### src/rtl/shift_ser_pkg.sv
// rtl/shift_ser_pkg.sv - shared state type, default sizes and counter width helper for shift_ser_out
package shift_ser_pkg;

    typedef enum logic [1:0] {
        IDLE  = 2'd0,
        SHIFT = 2'd1,
        LATCH = 2'd2
    } state_t;

    localparam int SER_WIDTH  = 8;
    localparam int SER_CLKDIV = 2;

    // A divide-by-one counter still needs one bit to hold its single state.
    function automatic int div_cnt_w(input int clkdiv);
        return (clkdiv <= 1) ? 1 : $clog2(clkdiv);
    endfunction

endpackage

### src/rtl/shift_ser_out_if.sv
// rtl/shift_ser_out_if.sv - valid/ready word handshake between the data source and shift_ser_out
interface shift_ser_out_if
    import shift_ser_pkg::*;
#(
    parameter int WIDTH = SER_WIDTH
);
    logic [WIDTH-1:0] in_data;
    logic             in_valid;
    logic             in_ready;

    modport master (output in_data, output in_valid, input in_ready);
    modport slave  (input in_data, input in_valid, output in_ready);
endinterface

### src/rtl/ser_clk_div.sv
// rtl/ser_clk_div.sv - half-period tick generator for the serial clock, with synchronous restart
module ser_clk_div
    import shift_ser_pkg::*;
#(
    parameter int CLKDIV = SER_CLKDIV
) (
    input  logic serclk,
    input  logic reset,
    input  logic restart,
    output logic tick
);
    localparam int            CW   = div_cnt_w(CLKDIV);
    localparam logic [CW-1:0] LAST = CW'(CLKDIV - 1);

    logic [CW-1:0] cnt;

    always_ff @(posedge serclk or negedge reset) begin
        if (!reset) begin
            cnt <= '0;
        end else if (restart || cnt == LAST) begin
            cnt <= '0;
        end else begin
            cnt <= cnt + 1'b1;
        end
    end

    // Fires on the CLKDIV-th edge after a restart, then every CLKDIV edges.
    assign tick = !restart && (cnt == LAST);

endmodule

### src/rtl/shift_ser_out.sv
// rtl/shift_ser_out.sv - MSB-first serial transmitter with sclk/latch generation; SHIFT_SER_OUT_BUF_EN adds a one-word holding buffer
module shift_ser_out
    import shift_ser_pkg::*;
#(
    parameter int WIDTH  = SER_WIDTH,
    parameter int CLKDIV = SER_CLKDIV
) (
    input  logic            serclk,
    input  logic            reset,
    shift_ser_out_if.slave  in_if,
    output logic            sdo,
    output logic            sclk_o,
    output logic            latch_o,
    output logic            busy
);
    localparam int            BW       = $clog2(WIDTH);
    localparam logic [BW-1:0] LAST_BIT = BW'(WIDTH - 1);

    state_t           state;
    logic [WIDTH-1:0] shreg;
    logic [BW-1:0]    bitcnt;
    logic [WIDTH-1:0] next_word;
    logic             tick;
    logic             xfer;

`ifdef SHIFT_SER_OUT_BUF_EN
    logic             buf_full;
    logic [WIDTH-1:0] buf_data;

    assign in_if.in_ready = reset && !buf_full;
    assign next_word      = buf_full ? buf_data : in_if.in_data;
`else
    assign in_if.in_ready = reset && (state == IDLE);
    assign next_word      = in_if.in_data;
`endif

    assign xfer = in_if.in_valid && in_if.in_ready;

    ser_clk_div #(.CLKDIV(CLKDIV)) u_clk_div (
        .serclk  (serclk),
        .reset   (reset),
        .restart (state == IDLE),
        .tick    (tick)
    );

    // shreg holds the bits still to be sent, next one at the MSB; sdo already carries the current bit.
    always_ff @(posedge serclk or negedge reset) begin
        if (!reset) begin
            state   <= IDLE;
            shreg   <= '0;
            bitcnt  <= '0;
            sdo     <= 1'b0;
            sclk_o  <= 1'b0;
            latch_o <= 1'b0;
            busy    <= 1'b0;
`ifdef SHIFT_SER_OUT_BUF_EN
            buf_full <= 1'b0;
            buf_data <= '0;
`endif
        end else begin
            case (state)
                IDLE: begin
                    if (xfer) begin
                        shreg  <= {next_word[WIDTH-2:0], 1'b0};
                        bitcnt <= LAST_BIT;
                        sdo    <= next_word[WIDTH-1];
                        sclk_o <= 1'b1;
                        busy   <= 1'b1;
                        state  <= SHIFT;
                    end
                end
                SHIFT: begin
                    if (tick) begin
                        if (sclk_o) begin
                            sclk_o <= 1'b0;
                        end else if (bitcnt != '0) begin
                            sdo    <= shreg[WIDTH-1];
                            shreg  <= {shreg[WIDTH-2:0], 1'b0};
                            sclk_o <= 1'b1;
                            bitcnt <= bitcnt - 1'b1;
                        end else begin
                            sdo     <= 1'b0;
                            latch_o <= 1'b1;
                            state   <= LATCH;
                        end
                    end
                end
                LATCH: begin
                    if (tick) begin
                        latch_o <= 1'b0;
`ifdef SHIFT_SER_OUT_BUF_EN
                        if (buf_full || xfer) begin
                            shreg    <= {next_word[WIDTH-2:0], 1'b0};
                            bitcnt   <= LAST_BIT;
                            sdo      <= next_word[WIDTH-1];
                            sclk_o   <= 1'b1;
                            buf_full <= 1'b0;
                            state    <= SHIFT;
                        end else begin
                            busy  <= 1'b0;
                            state <= IDLE;
                        end
`else
                        busy  <= 1'b0;
                        state <= IDLE;
`endif
                    end
                end
                default: begin
                    busy  <= 1'b0;
                    state <= IDLE;
                end
            endcase
`ifdef SHIFT_SER_OUT_BUF_EN
            // A word arriving on the final LATCH edge goes straight to shreg instead.
            if (xfer && state != IDLE && !(state == LATCH && tick)) begin
                buf_data <= in_if.in_data;
                buf_full <= 1'b1;
            end
`endif
        end
    end

endmodule

### src/flat_wrapper.sv
// flat-port wrapper written by rule: the top's interface ports become plain ports
module shift_ser_out_flat import shift_ser_pkg::*;
#(
    parameter int WIDTH  = SER_WIDTH,
    parameter int CLKDIV = SER_CLKDIV
)
  (serclk, reset, sdo, sclk_o, latch_o, busy, in_if_in_data, in_if_in_valid, in_if_in_ready);
  shift_ser_out_if #(.WIDTH(WIDTH)) in_if_i ();
  input  logic serclk;
  input  logic reset;
  output logic sdo;
  output logic sclk_o;
  output logic latch_o;
  output logic busy;
  input wire logic [$bits(in_if_i.in_data)-1:0] in_if_in_data;
  input wire logic [$bits(in_if_i.in_valid)-1:0] in_if_in_valid;
  output wire logic [$bits(in_if_i.in_ready)-1:0] in_if_in_ready;
  assign in_if_i.in_data = in_if_in_data;
  assign in_if_i.in_valid = in_if_in_valid;
  assign in_if_in_ready = in_if_i.in_ready;
  shift_ser_out #(.WIDTH(WIDTH), .CLKDIV(CLKDIV)) u_core (.serclk(serclk), .reset(reset), .in_if(in_if_i), .sdo(sdo), .sclk_o(sclk_o), .latch_o(latch_o), .busy(busy));
endmodule
### config.mk
export PLATFORM = sky130hd
export DESIGN_NAME = shift_ser_out_flat
export DESIGN_NICKNAME = d
export VERILOG_FILES = /design/src/rtl/shift_ser_pkg.sv /design/src/rtl/shift_ser_out_if.sv /design/src/rtl/ser_clk_div.sv /design/src/rtl/shift_ser_out.sv /design/src/flat_wrapper.sv
export SDC_FILE = /design/constraint.sdc
export NUM_CORES = 1
export LEC_CHECK = 0
export CORE_AREA = 8 8 55 57
export CTS_CLUSTER_DIAMETER = 120
export DETAILED_ROUTE_END_ITERATION = 10
export DIE_AREA = 0 0 63 65
export PLACE_DENSITY_LB_ADDON = 0.15
export SLEW_MARGIN = 20
export SYNTH_ARGS = -nofsm -noshare
export SYNTH_HDL_FRONTEND = slang
export SYNTH_HIERARCHICAL = 1
export SYNTH_SLANG_ARGS = --single-unit
### constraint.sdc
create_clock -name serclk -period 2.4 [get_ports serclk]
set_input_delay 0.36 -clock serclk [delete_from_list [all_inputs] [get_ports serclk]]
set_output_delay 0.36 -clock serclk [all_outputs]
set_load 0.02 [all_outputs]
==> results of run 1 <==
-- metal layers --
layer	up-vias	GRT usage, %	share of wire, %
met1	314	9.74	43
met4	0	4.27	0.83
met5	-	0	0
met3	2	3.61	7.2
met2	11	15.6	49
li1	319	-	-
-- path summary, 6_finish.rpt --
kind                                           start              endpoint  cells after the start
worst max-delay path                 u_core/state[0]        in_if_in_ready                      3
worst min-delay path            u_core/u_clk_div/cnt  u_core/u_clk_div/cnt                      1
worst max register to register       u_core/state[0]       u_core/shreg[4]                      6
worst min register to register  u_core/u_clk_div/cnt  u_core/u_clk_div/cnt                      1
max in group asynchronous                      reset         u_core/sclk_o                      2
min in group asynchronous                      reset            u_core/sdo                      2
-- cells by family (layout without fill, tap and decap cells) --
kind of cell | after synthesis | count (layout) | share of synthesized area (%)
simple gates | 22 | 22 | 16.1
flops | 17 | 17 | 46.4
mux | 16 | 16 | 19.6
compound gates | 13 | 13 | 11.5
buf+inv | 7 | 30 | 3.68
fa+ha+maj | 2 | 2 | 2.73
-- synth_stat cells --
cell       count
dfrtp_1       17
clkbuf_1       2
mux2_2        16
nor2b_1        4
buf_6          1
a21oi_1        3
a21o_1         1
nor3_1         1
nand3b_2       1
a2bb2oi_1      1
a221oi_4       1
nor2b_4        1
nor4bb_1       1
nand3_1        1
ha_1           2
a311oi_1       1
nor2_1         4
and2_1         1
a31oi_1        1
nand2_1        3
nand2b_1       4
o21ai_0        3
inv_1          4
o2bb2ai_1      1
nand3b_4       1
a211o_1        1
-- metrics by stage --
step	util, %	setup slack (ns)	instance area (sq um)
floorplan	-	0.326	917
global placement	52.9	0.365	1140
detailed placement	52.9	0.360	1140
CTS	54.1	0.276	1160
global route	54.1	0.244	1160
finish	54.1	0.307	1160
-- state kept, by name, summed over array words and instances, names as in the netlist --
name                  count
u_core/bitcnt             3
u_core/busy               1
u_core/latch_o            1
u_core/sclk_o             1
u_core/sdo                1
u_core/shreg              7
u_core/state              2
u_core/u_clk_div/cnt      1
-- power by group through the flow --
stage	Clock, W	Sequential (W)	Combinational [W]
after floorplan	0	0.000506	0.000498
final	0.000150	0.000481	0.000719
after global placement	0	0.000481	0.000718
after CTS	0.000158	0.000482	0.000732
after detailed placement	0	0.000489	0.000731
after global routing	0.000171	0.000499	0.000796
-- worst register-to-register path, stage by stage, from the launching register on --
cell      delay (ns)
dfrtp_1         0.37
nor2_1          0.10
nor2b_4         0.16
nand3b_2        0.15
a221oi_4        0.30
buf_4           0.22
mux2_2          0.35
-- placed cells by master, fill, tap and decap left out, drive strengths merged, types with 2 or more instances in the layout --
cell type,instances
dfrtp,17
nand2,3
buf,7
inv,4
ha,2
nand2b,4
nand3b,2
nor2,4
a21oi,3
o21ai,3
clkbuf,4
clkdlybuf4s50,15
nor2b,5
mux2,16
-- cell type report --
cell class	count	area, sq um	share of cell area, %
multi-input combinational	53	458	39.4
timing repair buffer	22	203	17.4
clock buffer	4	26.3	2.26
inverter	4	15.0	1.29
sequential	17	425	36.6
tap	28	35.0	3.01
==> metrics, run 1 <==
P&R area growth vs syn=26.7%; Slew headroom=approximately 77%; cell taking the most area after synthesis=dfrtp_1; CTS H-tree lvls=1; Finished Layout Cells=approximately 130; setup slack, reg-to-reg=about 0.65 ns; n_diodes=0; CP max stage cell=clkdlybuf4s50_1; Yosys warnings=6; post-route minimum period=roughly 2.1 ns; IO Port Bufs=15; layout cell share with drive strength beyond 1=a little under a third; Final Cycle Share=87.2%; final hold violation count=0; Core Region=0.00215 sq mm; Tightest Hold Check Type=flip-flop to flip-flop; clock buffer depth=2; Clock Power Share=11.1%; die area=between 0.004 and 0.005 sq mm; dpl cells=124; # rows=17; CP cell instances=nor2_1 -> and2_1 -> clkdlybuf4s50_1; CTS tree=done; Worst Path Arrival=around 1.7 ns; Die X=about 63 um; register bit total from synthesis=17; Worst Path Buf+Inv=1; DP Wirelength=roughly 1300 um; WS Path Type=flip-flop to output pin; worst-skew pair later-pin latency=0.28 ns; synthesized net count=90; DRC viols=0; Final nets=between 100 and 150; Sw Share=approximately a third; Pwr per Cell Area=1160 mW/mm^2; Clk pin slew, worst setup/hold paths=about 0.090 ns; crit end category=output pin; largest net degree at the start of global routing=16; clock root cell=clkbuf_4; vias in the first global route=678; maximum VDD drop=0.553 mV; setup TNS=0 ns; routed wire length per instance=~13 um; total gr overflow=0; final wirelength=~1700 um; synth unique cells=26; TritonRoute pass-1 iters=2; crit-path max FO=4; Required @ worst endpoint=between 2 and 2.5 ns; Setup Buffers After CTS=0; cts hold-fix bufs=0; Syn Area/Cell=approximately 12 sq um; Synth Instances=77; Logic pwr share=a little over half; Fmax achieved=478 MHz; Cell Int Power=0.000888 W; Resize count post-CTS=0; worst slew pin tran=~0.34 ns; Yosys top cell area share=46.4%; type of origin of the critical path=flip-flop; status=finished clean; via total after detailed routing=between 600 and 700; Post-Syn Area=917 sq um; Max-cap violations=0; GRT Overall Usage=under 10%; Pleak=roughly 0.52 nW; vias per std cell=slightly above 5; Detailed Route Iter0 Violations=7; Crit path max-delay family=buffers and inverters; Reg power frac=a little over a third; final number of max-transition violations=0; Num Clock Sinks=17; Fillers=roughly 200; slowest stage delay, CP=0.60 ns; Clock Skew=between 0.002 and 0.0025 ns; Tot Pwr=around 0.0014 W; Synth area leaders=dfrtp_1, mux2_2, a221oi_4; Initial Utilization=between 40% and 50%; CTS Buf Count=3; Die H=65 um; Routed Antenna Nets=0; Placer Congestion=0.746; boundary pin count=16; register area share after synthesis=46.4%; switching power=about 0.00046 W; Min Hold Slack=between 0.4 and 0.5 ns; final setup fails=0; first-pass GRT wire length=just over 3000 um; initial antenna violation count=0; RSZ-0062 raised after global routing=false
Power figures use the tool's default switching activity.
==> inputs of run 2 (changes only) <==
==> constraint.sdc (replaced) <==
create_clock -name serclk -period 2.4 [get_ports serclk]
set_input_delay 0.36 -clock serclk [delete_from_list [all_inputs] [get_ports serclk]]
set_output_delay 0.36 -clock serclk [all_outputs]
set_load 0.05 [all_outputs]
==> metrics, run 2 (synthesis results as in run 1) <==
worst-skew pair later-pin latency=0.28 ns (about the same); final setup fails=0 (unchanged); Max-cap violations=0 (unchanged); P&R area growth vs syn=25.4%; Cell Int Power=0.000872 W (-1.8%); Fmax achieved=525 MHz (+9.9%); worst slew pin tran=0.546 ns (+0.204 ns); commonest non-fill, non-tap cells in the layout=dfrtp_1, mux2_2, clkdlybuf4s50_1; type of origin of the critical path=primary input; Top Registers=u_core/shreg x7, u_core/bitcnt x3, u_core/state x2; CTS tree=done; clock buffer depth=2 (unchanged); TritonRoute pass-1 iters=4 (+2); Finished Core Util=53.5% (-0.58 points); switching power=0.000532 W (+15%); crit-path max FO=20 (+16); Pleak=0.515 nW (-1.8%); Tightest Hold Check Type=flip-flop to flip-flop; IO Port Bufs=15 (unchanged); vias in the first global route=703 (+3.7%); Biggest register=u_core/shreg; DR WL met2=797 um (-4.0%); Reg power frac=34.1% (-1.5 points); RSZ-0062 raised after global routing=false; Clock Skew=0.00163 ns (-0.000746 ns); slowest stage delay, CP=0.53 ns (-0.07 ns); WS Path Type=primary input to output pin; final wirelength=1630 um (-3.3%); largest net degree at the start of global routing=21 (+5); max FFs per register=7 (unchanged); Pwr per Cell Area=1220 mW/mm^2 (+5.1%); DP Wirelength=1230 um (-7.9%); CTS H-tree lvls=1 (unchanged); setup TNS=0 ns (unchanged); total gr overflow=0 (unchanged); Clock Power Share=10.7% (-0.4 points); Final nets=111 (-2.6%); DR WL met3=102 um (-16%); crit end category=output pin; Slew headroom=63.6% (-14 points); Routed Antenna Nets=0 (unchanged); Initial Utilization=42.7% (unchanged); n_diodes=0 (unchanged); CTS Buf Count=3 (unchanged); layout cell share with drive strength beyond 1=28.9% (-1.1 points); Worst Path Arrival=1.54 ns (-0.19 ns); via total after detailed routing=643 (-0.46%); final hold violation count=0 (unchanged); Die X=63 um (unchanged); CP cell instances=clkdlybuf4s50_1 -> buf_4 -> and2_1 -> buf_12; Core Region=0.00215 sq mm (unchanged); Fillers=209 (+2.5%); CP max stage cell=clkdlybuf4s50_1; Clk pin slew, worst setup/hold paths=0.09 ns (about the same); CP startpoint=reset; die area=0.00410 sq mm (unchanged); DRC viols=0 (unchanged); boundary pin count=16 (unchanged); M1 WL=701 um (-2.8%); initial antenna violation count=0 (unchanged); Setup Buffers After CTS=0 (unchanged); routed wire length per instance=13.1 um (-0.94%); Die H=65 um (unchanged); vias per std cell=5.14 (+1.9%); Hold Crit Start=u_core/u_clk_div/cnt; commonest non-fill, non-tap cell in the layout=dfrtp_1; top layer in use=met4; Resize count post-CTS=0 (unchanged); Logic pwr share=55.2% (+1.9 points); Required @ worst endpoint=2.04 ns (about the same); GRT Overall Usage=8.67% (-0.47 points); Sw Share=37.9% (+3.7 points); Num Clock Sinks=17 (unchanged); first-pass GRT wire length=2900 um (-5.2%); Detailed Route Iter0 Violations=13 (+6); maximum VDD drop=0.599 mV (+8.3%); Placer Congestion=0.762 (+2.0%); FF-to-FF Start=u_core/state[1]; post-route minimum period=1.90 ns (-0.189 ns); Tot Pwr=0.00140 W (+4.0%); clock root cell=clkbuf_4; status=finished clean; # rows=17 (unchanged); final number of max-transition violations=0 (unchanged); Final Cycle Share=79.3% (-7.9 points); cts hold-fix bufs=0 (unchanged)
-- run 2: changes by cell type in the layout (fill, tap and decap cells not counted), sizes merged --
| cell | delta |
|---|---|
| buf | -2 |
| clkdlybuf4s50 | -1 |
-- run 2: critical path: cells and delay by family --
family / cells / cell delay [ns]
buf+inv: 3 / 0.96
simple gates: 1 / 0.21
-- run 2: final cells by class --
cell class              instances  area (sq um)  share of cell area, %
multi-input cells              53           458                   39.8
clock buffers                   4          26.3                   2.29
flip-flops and latches         17           425                   37.0
inverters                       4          15.0                   1.31
repair buffers                 19           190                   16.5
well taps                      28          35.0                   3.05
-- run 2: through the flow --
stage                     cell area [sq um]  setup WS [ns]  std cells  hold slack, ns
after floorplan                         917          0.326         77          0.0644
after global placement                 1120          0.292        121           0.416
after detailed placement               1120          0.254        121           0.423
after CTS                              1150          0.476        125           0.436
after global routing                   1150          0.417        125           0.468
final                                  1150          0.496        125           0.434
-- run 2: power groups by stage --
stage	logic, W	registers (W)	clock network (W)
after floorplan	0.000503	0.000574	0
after global placement	0.000779	0.000483	0
after detailed placement	0.000790	0.000485	0
after CTS	0.000790	0.000479	0.000159
after global routing	0.000847	0.000498	0.000170
final	0.000776	0.000478	0.000150
-- run 2: metal layers --
| layer | track usage [%] | vias up |
|---|---|---|
| li1 | - | 311 |
| met1 | 8.93 | 315 |
| met2 | 14.9 | 13 |
| met3 | 3.26 | 4 |
| met4 | 5.13 | 0 |
| met5 | 0 | - |
-- run 2: worst paths after layout --
kind / slack (ns) / depth (start not counted) / endpoint
setup / recovery: 0.50 / 4 / in_if_in_ready
hold / removal: 0.43 / 1 / u_core/u_clk_div/cnt
setup reg to reg: 0.55 / 5 / u_core/shreg[6]
hold reg to reg: 0.43 / 1 / u_core/u_clk_div/cnt
max in group asynchronous: 1.69 / 2 / u_core/bitcnt[2]
min in group asynchronous: 0.51 / 2 / u_core/u_clk_div/cnt
==> inputs of run 3 (changes only) <==
Clock period 2.4 ns to 1.8 ns, I/O delays scaled along.
==> metrics, run 3 (synthesis results as in run 1) <==
Final Cycle Share=around 96%; die area=0.00410 sq mm (unchanged); TritonRoute pass-1 iters=4 (unchanged); cts hold-fix bufs=0 (unchanged); area occupied by multi-input gates=480 sq um (+4.9%); Logic pwr share=57.7% (+2.5 points); Detailed Route Iter0 Violations=5 (-8); Die H=65 um (unchanged); total gr overflow=0 (unchanged); clock buffer depth=2 (unchanged); DP Wirelength=1410 um (+14%); largest net degree at the start of global routing=21 (unchanged); layout cell share with drive strength beyond 1=40.0% (+11 points); Routed Antenna Nets=0 (unchanged); clock root cell=clkbuf_4; Fillers=196 (-6.2%); Die X=63 um (unchanged); n_diodes=0 (unchanged); initial antenna violation count=0 (unchanged); Required @ worst endpoint=1.53 ns (-0.51 ns); commonest non-fill, non-tap cell in the layout=dfrtp_1; Resize count post-CTS=0 (unchanged); Clock Skew=0.00525 ns (+0.00362 ns); Cell Int Power=0.00125 W (+44%); Top Registers=u_core/shreg x7, u_core/bitcnt x3, u_core/state x2; RSZ-0062 raised after global routing=true; R2R depth=6 (+1); maximum VDD drop=0.813 mV (+36%); status=finished clean; slowest stage delay, CP=0.53 ns (about the same); design area=0.00123 sq mm (+6.7%); post-route minimum period=1.72 ns; commonest non-fill, non-tap cells in the layout=dfrtp_1, buf_4, mux2_2; routed wire length per instance=13.2 um (+1.3%); Sw Share=37.6% (-0.33 points); Clock Power Share=9.9% (-0.8 points); Tightest Hold Check Type=primary input to async pin; Register Area=427 sq um (+0.29%); vias per std cell=4.93 (-4.1%); Initial Utilization=42.7% (unchanged); Setup Buffers After CTS=0 (unchanged); DRC viols=0 (unchanged); GRT Overall Usage=9.48% (+0.81 points); Core Region=0.00215 sq mm (unchanged); # rows=17 (unchanged); vias in the first global route=732 (+4.1%); CP cell instances=clkdlybuf4s50_1 -> buf_4 -> and2_1 -> buf_12; IO Port Bufs=15 (unchanged); final hold violation count=0 (unchanged); final setup fails=0 (unchanged); WS Path Type=primary input to output pin; worst slew pin tran=0.493 ns (-0.0530 ns); boundary pin count=16 (unchanged); Tot Pwr=0.00201 W (+43%); Final nets=119 (+7.2%); switching power=0.000754 W (+42%); final wirelength=1760 um (+7.8%); Pleak=0.570 nW (+11%); crit-path max FO=20 (unchanged); via total after detailed routing=656 (+2.0%); CTS Buf Count=3 (unchanged); type of origin of the critical path=primary input; P&R area growth vs syn=33.8%; max FFs per register=7 (unchanged); Placer Congestion=0.758 (-0.50%); Max-cap violations=0 (unchanged); first-pass GRT wire length=3150 um (+8.3%); Biggest register=u_core/shreg; worst-skew pair later-pin latency=0.29 ns (about the same); CP max stage cell=clkdlybuf4s50_1; final number of max-transition violations=0 (unchanged); Fmax achieved=a little under 600 MHz; Num Clock Sinks=17 (unchanged); Pwr per Cell Area=1630 mW/mm^2 (+34%); CTS H-tree lvls=1 (unchanged); placed instance area=0.00120 sq mm (+6.8%); CTS tree=done; Reg power frac=32.4% (-1.7 points); Slew headroom=67.1% (+3.4 points); Finished Core Util=57.1% (+3.6 points); Clk pin slew, worst setup/hold paths=0.10 ns (about the same); crit end category=output pin; Worst Path Arrival=1.45 ns (-0.09 ns)
run 3: cell count changes in the layout (fill, tap and decap cells not counted):
cell             before  now
buf_4                 4   15
clkbuf_1              1    0
clkdlybuf4s50_1      14   11
clkinv_2              0    1
dfrtp_1              17   16
dfrtp_2               0    1
mux2_2               16   13
mux2_4                0    3
nand3b_2              1    0
nand3b_4              1    2
nor2_1                4    3
nor2_2                0    1
run 3: routing by layer:
| layer | track usage, % | vias up | share of wire [%] |
|---|---|---|---|
| met2 | 17.0 | 11 | 50 |
| met1 | 9.48 | 315 | 43 |
| met4 | 4.27 | 0 | 0.80 |
| met3 | 3.78 | 2 | 5.9 |
| met5 | 0 | - | 0 |
| li1 | - | 328 | - |
run 3: metrics by stage:
stage	TNS, ns	setup WS, ns	std cells	hold slack [ns]
3_3_place_gp	-0.263	-0.0399	129	0.429
4_1_cts	0	0.0552	133	0.411
3_5_place_dp	-0.356	-0.0569	129	0.421
5_1_grt	-0.0202	-0.0130	133	0.413
2_1_floorplan	-0.157	-0.0262	77	-0.0256
6_report	0	0.0783	133	0.413
run 3: path summary, 6_finish.rpt:
path / start / endpoint / slack [ns]
min in group serclk: u_core/u_clk_div/cnt / u_core/u_clk_div/cnt / 0.43
max in group asynchronous: reset / u_core/sclk_o / 1.17
hold reg to reg: u_core/u_clk_div/cnt / u_core/u_clk_div/cnt / 0.43
setup reg to reg: u_core/bitcnt[0] / u_core/shreg[6] / 0.10
hold / removal: reset / u_core/shreg[5] / 0.41
setup / recovery: reset / in_if_in_ready / 0.08
run 3: layout make-up:
| cell class | count | share of cell area [%] |
|---|---|---|
| multi-input cells | 53 | 39.1 |
| clock buffers | 3 | 1.83 |
| flip-flops and latches | 17 | 34.8 |
| well taps | 28 | 2.85 |
| clock inverters | 1 | 0.408 |
| repair buffers | 27 | 19.8 |
| inverters | 4 | 1.22 |
run 3: power groups by stage:
| stage | sequential, W | clock, W | combinational (W) |
|---|---|---|---|
| after floorplan | 0.000770 | 0 | 0.000724 |
| after global placement | 0.000653 | 0 | 0.00115 |
| after detailed placement | 0.000660 | 0 | 0.00117 |
| after CTS | 0.000652 | 0.000210 | 0.00117 |
| after global routing | 0.000673 | 0.000229 | 0.00127 |
| final | 0.000650 | 0.000199 | 0.00116 |
run 3: critical path: cells and delay by family:
| kind | cells | cell delay, ns |
|---|---|---|
| buffers and inverters | 3 | 0.96 |
| AND/OR/NAND/NOR | 1 | 0.21 |
